`src/rtl/ahrs_pkg.sv`:
```
// rtl/ahrs_pkg.sv - shared constants, channel map and FSM type for the AHRS frame scheduler
// Holds the channel count, the channel index map, the status counter width and the scheduler state type.
package ahrs_pkg;

    localparam int NUM_CH = 13;
    localparam int IDX_W  = 4;
    localparam int DATA_W = 32;
    localparam int CNT_W  = 16;

    // Host channel order within one frame
    localparam logic [IDX_W-1:0] CH_ACCX  = 4'd0;
    localparam logic [IDX_W-1:0] CH_ACCY  = 4'd1;
    localparam logic [IDX_W-1:0] CH_ACCZ  = 4'd2;
    localparam logic [IDX_W-1:0] CH_GYROX = 4'd3;
    localparam logic [IDX_W-1:0] CH_GYROY = 4'd4;
    localparam logic [IDX_W-1:0] CH_GYROZ = 4'd5;
    localparam logic [IDX_W-1:0] CH_MAGX  = 4'd6;
    localparam logic [IDX_W-1:0] CH_MAGY  = 4'd7;
    localparam logic [IDX_W-1:0] CH_MAGZ  = 4'd8;
    localparam logic [IDX_W-1:0] CH_QA    = 4'd9;
    localparam logic [IDX_W-1:0] CH_QB    = 4'd10;
    localparam logic [IDX_W-1:0] CH_QC    = 4'd11;
    localparam logic [IDX_W-1:0] CH_QS    = 4'd12;

    typedef enum logic [1:0] {
        IDLE  = 2'd0,
        SCAN  = 2'd1,
        REQ   = 2'd2,
        WRITE = 2'd3
    } state_e;

endpackage

```
`src/rtl/ahrs_frame_scheduler_if.sv`:
```
// rtl/ahrs_frame_scheduler_if.sv - datapath request and channel FIFO write bundle
// Signals: src_req/src_idx (word request), src_valid/src_data (datapath reply),
//          fifo_wren (one-hot per channel), fifo_data (shared write data).
// master = scheduler side, slave = datapath/FIFO side.
interface ahrs_frame_scheduler_if
    import ahrs_pkg::*;
#(
    parameter int NUM_CH = ahrs_pkg::NUM_CH
);
    logic              src_req;
    logic [IDX_W-1:0]  src_idx;
    logic              src_valid;
    logic [DATA_W-1:0] src_data;
    logic [NUM_CH-1:0] fifo_wren;
    logic [DATA_W-1:0] fifo_data;

    modport master (
        output src_req, src_idx, fifo_wren, fifo_data,
        input  src_valid, src_data
    );

    modport slave (
        input  src_req, src_idx, fifo_wren, fifo_data,
        output src_valid, src_data
    );
endinterface

```
`src/rtl/sat_counter16.sv`:
```
// rtl/sat_counter16.sv - 16-bit saturating event counter
// Ports: clk, clr (synchronous clear, wins over inc), inc (count enable), count (holds at all-ones).
module sat_counter16
    import ahrs_pkg::*;
(
    input  logic             clk,
    input  logic             clr,
    input  logic             inc,
    output logic [CNT_W-1:0] count
);

    always_ff @(posedge clk) begin
        if (clr) begin
            count <= '0;
        end else if (inc && (count != '1)) begin
            count <= count + CNT_W'(1);
        end
    end

endmodule

```
`src/rtl/ahrs_frame_scheduler.sv`:
```
// rtl/ahrs_frame_scheduler.sv - per-frame scheduler moving fusion results into host channel FIFOs
// Ports: bus_clk, bus_rst (sync, active-high), frame_tick (frame start strobe),
//        ch_open/ch_full (per-channel host state), bus (master side of request/FIFO bundle),
//        busy, frame_cnt/overrun_cnt/drop_cnt/timeout_cnt (saturating status).
module ahrs_frame_scheduler
    import ahrs_pkg::*;
#(
    parameter int NUM_CH  = ahrs_pkg::NUM_CH,
    parameter int TIMEOUT = 255
) (
    input  logic                   bus_clk,
    input  logic                   bus_rst,
    input  logic                   frame_tick,
    input  logic [NUM_CH-1:0]      ch_open,
    input  logic [NUM_CH-1:0]      ch_full,
    ahrs_frame_scheduler_if.master bus,
    output logic                   busy,
    output logic [CNT_W-1:0]       frame_cnt,
    output logic [CNT_W-1:0]       overrun_cnt,
    output logic [CNT_W-1:0]       drop_cnt,
    output logic [CNT_W-1:0]       timeout_cnt
);

    // The wait counter runs 0..TIMEOUT-1, so REQ lasts exactly TIMEOUT cycles on a timeout.
    localparam int TMO_W = (TIMEOUT > 1) ? $clog2(TIMEOUT) : 1;
    localparam logic [NUM_CH-1:0] ONE_HOT = NUM_CH'(1);

    state_e            state_q, state_d;
    logic [IDX_W-1:0]  idx_q, idx_d;
    logic [NUM_CH-1:0] open_mask_q, open_mask_d;
    logic [TMO_W-1:0]  tmo_q, tmo_d;
    logic [DATA_W-1:0] data_q, data_d;

    logic advance;
    logic frame_done;
    logic tmo_hit;
    logic drop_hit;
    logic overrun;

    always_comb begin
        state_d       = state_q;
        idx_d         = idx_q;
        open_mask_d   = open_mask_q;
        tmo_d         = tmo_q;
        data_d        = data_q;
        advance       = 1'b0;
        frame_done    = 1'b0;
        tmo_hit       = 1'b0;
        drop_hit      = 1'b0;
        bus.src_req   = 1'b0;
        bus.src_idx   = '0;
        bus.fifo_wren = '0;

        case (state_q)
            IDLE: begin
                if (frame_tick) begin
                    open_mask_d = ch_open;
                    idx_d       = '0;
                    state_d     = SCAN;
                end
            end
            SCAN: begin
                if (open_mask_q[idx_q]) begin
                    tmo_d   = '0;
                    state_d = REQ;
                end else begin
                    advance = 1'b1;
                end
            end
            REQ: begin
                bus.src_req = 1'b1;
                bus.src_idx = idx_q;
                if (bus.src_valid) begin
                    data_d  = bus.src_data;
                    state_d = WRITE;
                end else if (tmo_q == TMO_W'(TIMEOUT - 1)) begin
                    tmo_hit = 1'b1;
                    advance = 1'b1;
                end else begin
                    tmo_d = tmo_q + TMO_W'(1);
                end
            end
            WRITE: begin
                // Live ch_open is used here: a channel closed since the snapshot drops silently.
                if (ch_open[idx_q]) begin
                    if (ch_full[idx_q]) begin
                        drop_hit = 1'b1;
                    end else begin
                        bus.fifo_wren = ONE_HOT << idx_q;
                    end
                end
                advance = 1'b1;
            end
            default: state_d = IDLE;
        endcase

        if (advance) begin
            if (idx_q == IDX_W'(NUM_CH - 1)) begin
                frame_done = 1'b1;
                state_d    = IDLE;
            end else begin
                idx_d   = idx_q + IDX_W'(1);
                state_d = SCAN;
            end
        end
    end

    always_ff @(posedge bus_clk) begin
        if (bus_rst) begin
            state_q     <= IDLE;
            idx_q       <= '0;
            open_mask_q <= '0;
            tmo_q       <= '0;
            data_q      <= '0;
        end else begin
            state_q     <= state_d;
            idx_q       <= idx_d;
            open_mask_q <= open_mask_d;
            tmo_q       <= tmo_d;
            data_q      <= data_d;
        end
    end

    assign bus.fifo_data = data_q;
    assign busy          = (state_q != IDLE);
    // Includes the last cycle of a frame, whose next state is already IDLE.
    assign overrun       = frame_tick && (state_q != IDLE);

    sat_counter16 u_frame_cnt (
        .clk   (bus_clk),
        .clr   (bus_rst),
        .inc   (frame_done),
        .count (frame_cnt)
    );

    sat_counter16 u_overrun_cnt (
        .clk   (bus_clk),
        .clr   (bus_rst),
        .inc   (overrun),
        .count (overrun_cnt)
    );

    sat_counter16 u_drop_cnt (
        .clk   (bus_clk),
        .clr   (bus_rst),
        .inc   (drop_hit),
        .count (drop_cnt)
    );

    sat_counter16 u_timeout_cnt (
        .clk   (bus_clk),
        .clr   (bus_rst),
        .inc   (tmo_hit),
        .count (timeout_cnt)
    );

endmodule

```
`src/flat_wrapper.sv`:
```
// flat-port wrapper written by rule: the top's interface ports become plain ports
module ahrs_frame_scheduler_flat import ahrs_pkg::*;
#(
    parameter int NUM_CH  = ahrs_pkg::NUM_CH,
    parameter int TIMEOUT = 255
)
  (bus_clk, bus_rst, frame_tick, ch_open, ch_full, busy, frame_cnt, overrun_cnt, drop_cnt, timeout_cnt, bus_src_req, bus_src_idx, bus_fifo_wren, bus_fifo_data, bus_src_valid, bus_src_data);
  ahrs_frame_scheduler_if #(.NUM_CH(NUM_CH)) bus_i ();
  input  logic bus_clk;
  input  logic bus_rst;
  input  logic frame_tick;
  input  logic [NUM_CH-1:0] ch_open;
  input  logic [NUM_CH-1:0] ch_full;
  output logic busy;
  output logic [CNT_W-1:0] frame_cnt;
  output logic [CNT_W-1:0] overrun_cnt;
  output logic [CNT_W-1:0] drop_cnt;
  output logic [CNT_W-1:0] timeout_cnt;
  output wire logic [$bits(bus_i.src_req)-1:0] bus_src_req;
  output wire logic [$bits(bus_i.src_idx)-1:0] bus_src_idx;
  output wire logic [$bits(bus_i.fifo_wren)-1:0] bus_fifo_wren;
  output wire logic [$bits(bus_i.fifo_data)-1:0] bus_fifo_data;
  input wire logic [$bits(bus_i.src_valid)-1:0] bus_src_valid;
  input wire logic [$bits(bus_i.src_data)-1:0] bus_src_data;
  assign bus_src_req = bus_i.src_req;
  assign bus_src_idx = bus_i.src_idx;
  assign bus_fifo_wren = bus_i.fifo_wren;
  assign bus_fifo_data = bus_i.fifo_data;
  assign bus_i.src_valid = bus_src_valid;
  assign bus_i.src_data = bus_src_data;
  ahrs_frame_scheduler #(.NUM_CH(NUM_CH), .TIMEOUT(TIMEOUT)) u_core (.bus_clk(bus_clk), .bus_rst(bus_rst), .frame_tick(frame_tick), .ch_open(ch_open), .ch_full(ch_full), .bus(bus_i), .busy(busy), .frame_cnt(frame_cnt), .overrun_cnt(overrun_cnt), .drop_cnt(drop_cnt), .timeout_cnt(timeout_cnt));
endmodule
```
`config.mk`:
```
export PLATFORM = sky130hd
export DESIGN_NAME = ahrs_frame_scheduler_flat
export DESIGN_NICKNAME = d
export VERILOG_FILES = /design/src/rtl/ahrs_pkg.sv /design/src/rtl/ahrs_frame_scheduler_if.sv /design/src/rtl/sat_counter16.sv /design/src/rtl/ahrs_frame_scheduler.sv /design/src/flat_wrapper.sv
export SDC_FILE = /design/constraint.sdc
export NUM_CORES = 1
export LEC_CHECK = 0
export ABC_CLOCK_PERIOD_IN_PS = 4120
export BUFFER_PORTS_ARGS = -buffer_cell sky130_fd_sc_hd__buf_2
export CAP_MARGIN = 10
export CELL_PAD_IN_SITES_DETAIL_PLACEMENT = 1
export CELL_PAD_IN_SITES_GLOBAL_PLACEMENT = 1
export CORE_ASPECT_RATIO = 1.2
export CORE_UTILIZATION = 38
export DETAILED_ROUTE_END_ITERATION = 8
export PLACE_DENSITY = 0.83
export SYNTH_ARGS = -nofsm -noshare
export SYNTH_HDL_FRONTEND = slang
export SYNTH_HIERARCHICAL = 1
export SYNTH_SLANG_ARGS = --single-unit
```
`constraint.sdc`:
```
create_clock -name bus_clk -period 4.12 [get_ports bus_clk]
set_input_delay 0.412 -clock bus_clk [delete_from_list [all_inputs] [get_ports bus_clk]]
set_output_delay 0.412 -clock bus_clk [all_outputs]
set_load 0.1 [all_outputs]
```
==> metrics.yaml <==
layout:
  antennaDiodeCount: 0
  area_growth_pct: 25.5
  drive_above_1_share_pct: 25.8
  design_area_um2: 7930
  final_cell_count_no_fill: 1141
  layout.nets: 996
placed_design:
  portBuffers: 176
  pre_cts_slack_ps: 747
  placed_cells: 1110
  place_area_um2: 7340
  place_congestion: 0.763
  post-dp-hpwl_um: 13700
worst_setup_path:
  cp.required_ps: 3710
  reg2reg_depth: 8
  r2r_setup_slack_ps: 730
  arrival_ps: 3370
  start_kind: "flop"
  cp_max_fo: 13
  reg2reg_to: "u_core/u_frame_cnt/count[11]"
  crit_type: "reg2out"
  r2r-start: "u_core/idx_q[0]"
  end_kind: "output port"
grt:
  antenna_found_initial: 0
  first_global_vias: 6307
  grt_max_degree: 80
  grt.overflow.total: 0
  grt_pass1_wl_um: 30800
  grt_use_total_pct: 22.6
drt:
  final_antenna_net_count: 0
  wl_per_cell_um: 16.5
  drc: 0
  routed_via_density: 5.47
  vias: 6245
  totalWireLength_um: 18800
  drt_pass1_iterations: 4
  drt_iter0_markers: 307
logic_synthesis:
  yosysTopAreaCellShare_pct: 39.0
  avgSynthCellArea_um2: 8.35
  synth_nets: 835
  synth_top_area_cell: "dfxtp_1"
  synth_area_leaders: "dfxtp_1 (39%), a21oi_1 (7.2%), nand2_1 (7.2%)"
  synthCells: 756
  syn_area_um2: 6320
  synth.distinct_cells: 54
  synth_edf_count: 0
  postSynth.asyncResetShare_pct: 0
  yosys_warnings: 6
  ys_seq_area_share_pct: 39.0
  synth_seq_cells: 123
  ys.flop_type: "dfxtp_1"
clocking:
  clkLatencyLatePin_ps: 410
  cts_max_level: 4
  clk_pin_slew_ps: 60
  cts_tree: "yes"
  cts_num_sinks: 123
  cts_buffers: 17
  clock_path_buffers: 2
  cts_resized: 0
  cts_root_buffer: "clkbuf_16"
  cts_setup_buffers: 0
  cts_hold_buf: 0
timing:
  period_share_pct: 91.7
  worst_pin_slew_ps: 1180
  max_freq_mhz: 265
  layout_setup_ws_ps: 341
  slew_headroom_pct: 21.6
  final_hold_viol_count: 0
  fin_crit_ps: 3780
  final.setup.tns_ps: 0
  rsz0062_at_grt: "false"
  finClkSkew_ps: 6.92
  setup_viol: 0
  maxSlewViolCount: 0
floorplan:
  rows: 51
  core_um2: 16300
  start_util_pct: 38.8
  dieArea_um2: 17100
  die_w_um: 120
  io_pins: 177
  die_h_um: 143
pwr:
  power_density_nw_per_um2: 456
  ir_drop_v: 0.000264
  power_leakage_nw: 3.18
hold_path:
  worstHoldPathCells: 3
  hp-class: "in2reg"
  min_from: "bus_src_data[14]"
  holdPathEnd: "u_core/bus.fifo_data[14]"
job:
  drv_cap: 0
outcome:
  status: "finished clean"
[Yosys cell counts, types with 2 or more instances]
| cell | number |
|---|---|
| dfxtp_1 | 123 |
| nand2_1 | 121 |
| a21oi_1 | 91 |
| nor2_1 | 39 |
| nand3_1 | 31 |
| clkbuf_1 | 30 |
| or4_1 | 28 |
| o31ai_1 | 24 |
| o21ai_0 | 22 |
| inv_1 | 20 |
| nor3_1 | 20 |
| ha_1 | 17 |
| and3_1 | 16 |
| or3_1 | 16 |
| and4_1 | 13 |
| nand4_1 | 12 |
| nor2b_1 | 12 |
| nor4_1 | 12 |
| xnor2_1 | 12 |
| and2_1 | 8 |
| mux2i_1 | 8 |
| mux4_2 | 7 |
| mux2_2 | 6 |
| buf_2 | 5 |
| nand3b_1 | 5 |
| o21a_1 | 5 |
| buf_1 | 4 |
| nand2_2 | 4 |
| nand4_4 | 4 |
| nor4_4 | 4 |
| nor4bb_1 | 4 |
| o311ai_0 | 4 |
| o41ai_1 | 4 |
| a21o_1 | 2 |
| a221o_1 | 2 |
| buf_6 | 2 |
| nor3b_1 | 2 |
[placed cells by master (no fill, tap or decap), types with 5 or more instances in the layout]
| cell type | count |
|---|---|
| nor2b_1 | 12 |
| o21a_1 | 5 |
| or4_1 | 28 |
| mux2i_1 | 8 |
| and4_1 | 13 |
| or3_1 | 16 |
| nand4_1 | 12 |
| a21oi_1 | 91 |
| clkbuf_16 | 17 |
| and2_1 | 8 |
| dfxtp_1 | 123 |
| buf_2 | 175 |
| nor4_1 | 12 |
| nand3_1 | 31 |
| o21ai_0 | 22 |
| xnor2_1 | 12 |
| and3_1 | 16 |
| nand3b_1 | 5 |
| ha_1 | 17 |
| nand2_1 | 121 |
| inv_1 | 20 |
| nor2_1 | 39 |
| o31ai_1 | 24 |
| buf_4 | 8 |
| mux4_2 | 7 |
| mux2_2 | 6 |
| nor3_1 | 20 |
[through the flow]
step / utilization, % / power [mW] / hold WS [ps]
6_report: 48.7 / 3.62 / 230
2_1_floorplan: - / 1.97 / 432
5_1_grt: 48.7 / 3.77 / 224
3_3_place_gp: 45.1 / 2.13 / 439
3_5_place_dp: 45.1 / 2.14 / 447
4_1_cts: 48.7 / 3.66 / 211
[layer usage]
metal / wire length, um / vias up / share of wire, % / GRT usage (%)
met1: 8190 / 2989 / 43 / 26.6
met2: 9240 / 156 / 49 / 38.9
met4: 301 / 0 / 1.6 / 8.36
met5: 0 / - / 0 / 0
li1: - / 3080 / - / -
met3: 1120 / 20 / 5.9 / 6.19
[how the worst max path moves through the flow]
stage / startpoint / slack (ps) / endpoint / depth (start not counted)
after detailed placement: u_core/idx_q[0] / 750 / u_core/u_frame_cnt/count[11] / 8
after floorplan: u_core/state_q[0] / 560 / u_core/u_frame_cnt/count[7] / 10
final: u_core/idx_q[3] / 340 / bus_fifo_wren[4] / 7
after CTS: u_core/idx_q[0] / 340 / bus_fifo_wren[6] / 7
after global placement: u_core/idx_q[0] / 810 / u_core/u_frame_cnt/count[11] / 8
after global routing: u_core/idx_q[0] / 90 / bus_fifo_wren[5] / 7
[critical path: stages, from the launching register on]
cell      delay (ps)
dfxtp_1          660
clkinv_1         420
mux2i_1          230
o21ai_0          110
a31oi_1          180
nor3b_1          670
and3_1           250
buf_2            420
[cell type report]
type | instances | area [um2]
Clock buffer | 19 | 433
Clock inverter | 12 | 150
Fill cell | 2018 | 8350
Inverter | 21 | 78.8
Multi-Input combinational cell | 571 | 3600
Sequential cell | 123 | 2460
Tap cell | 212 | 265
Timing Repair Buffer | 183 | 936
[where the power goes]
part           switching [mW]  total (mW)  internal, mW
logic                   0.604       0.810         0.206
registers              0.0519        1.31          1.26
clock network           0.554        1.50         0.944
total                    1.21        3.62          2.41
[flip-flops by register name, indices dropped and copies added (netlist names), named ones only]
register	flops
u_core/open_mask_q	13
u_core/u_timeout_cnt/count	16
u_core/u_drop_cnt/count	16
u_core/idx_q	3
u_core/state_q	2
u_core/tmo_q	8
u_core/bus.fifo_data	32
u_core/u_overrun_cnt/count	16
u_core/u_frame_cnt/count	16
[cell families after synthesis]
kind of cell             after synthesis  synth area share, %
multiplexers                          23                 5.43
AND/OR/NAND/NOR                      354                 31.1
XOR/XNOR                              12                 1.66
flip-flops                           123                 39.0
buffers and inverters                 62                 4.02
AO/OA/AOI/OAI                        165                 15.4
adder cells (fa/ha/maj)               17                 3.37
Power figures use the tool's default switching activity.
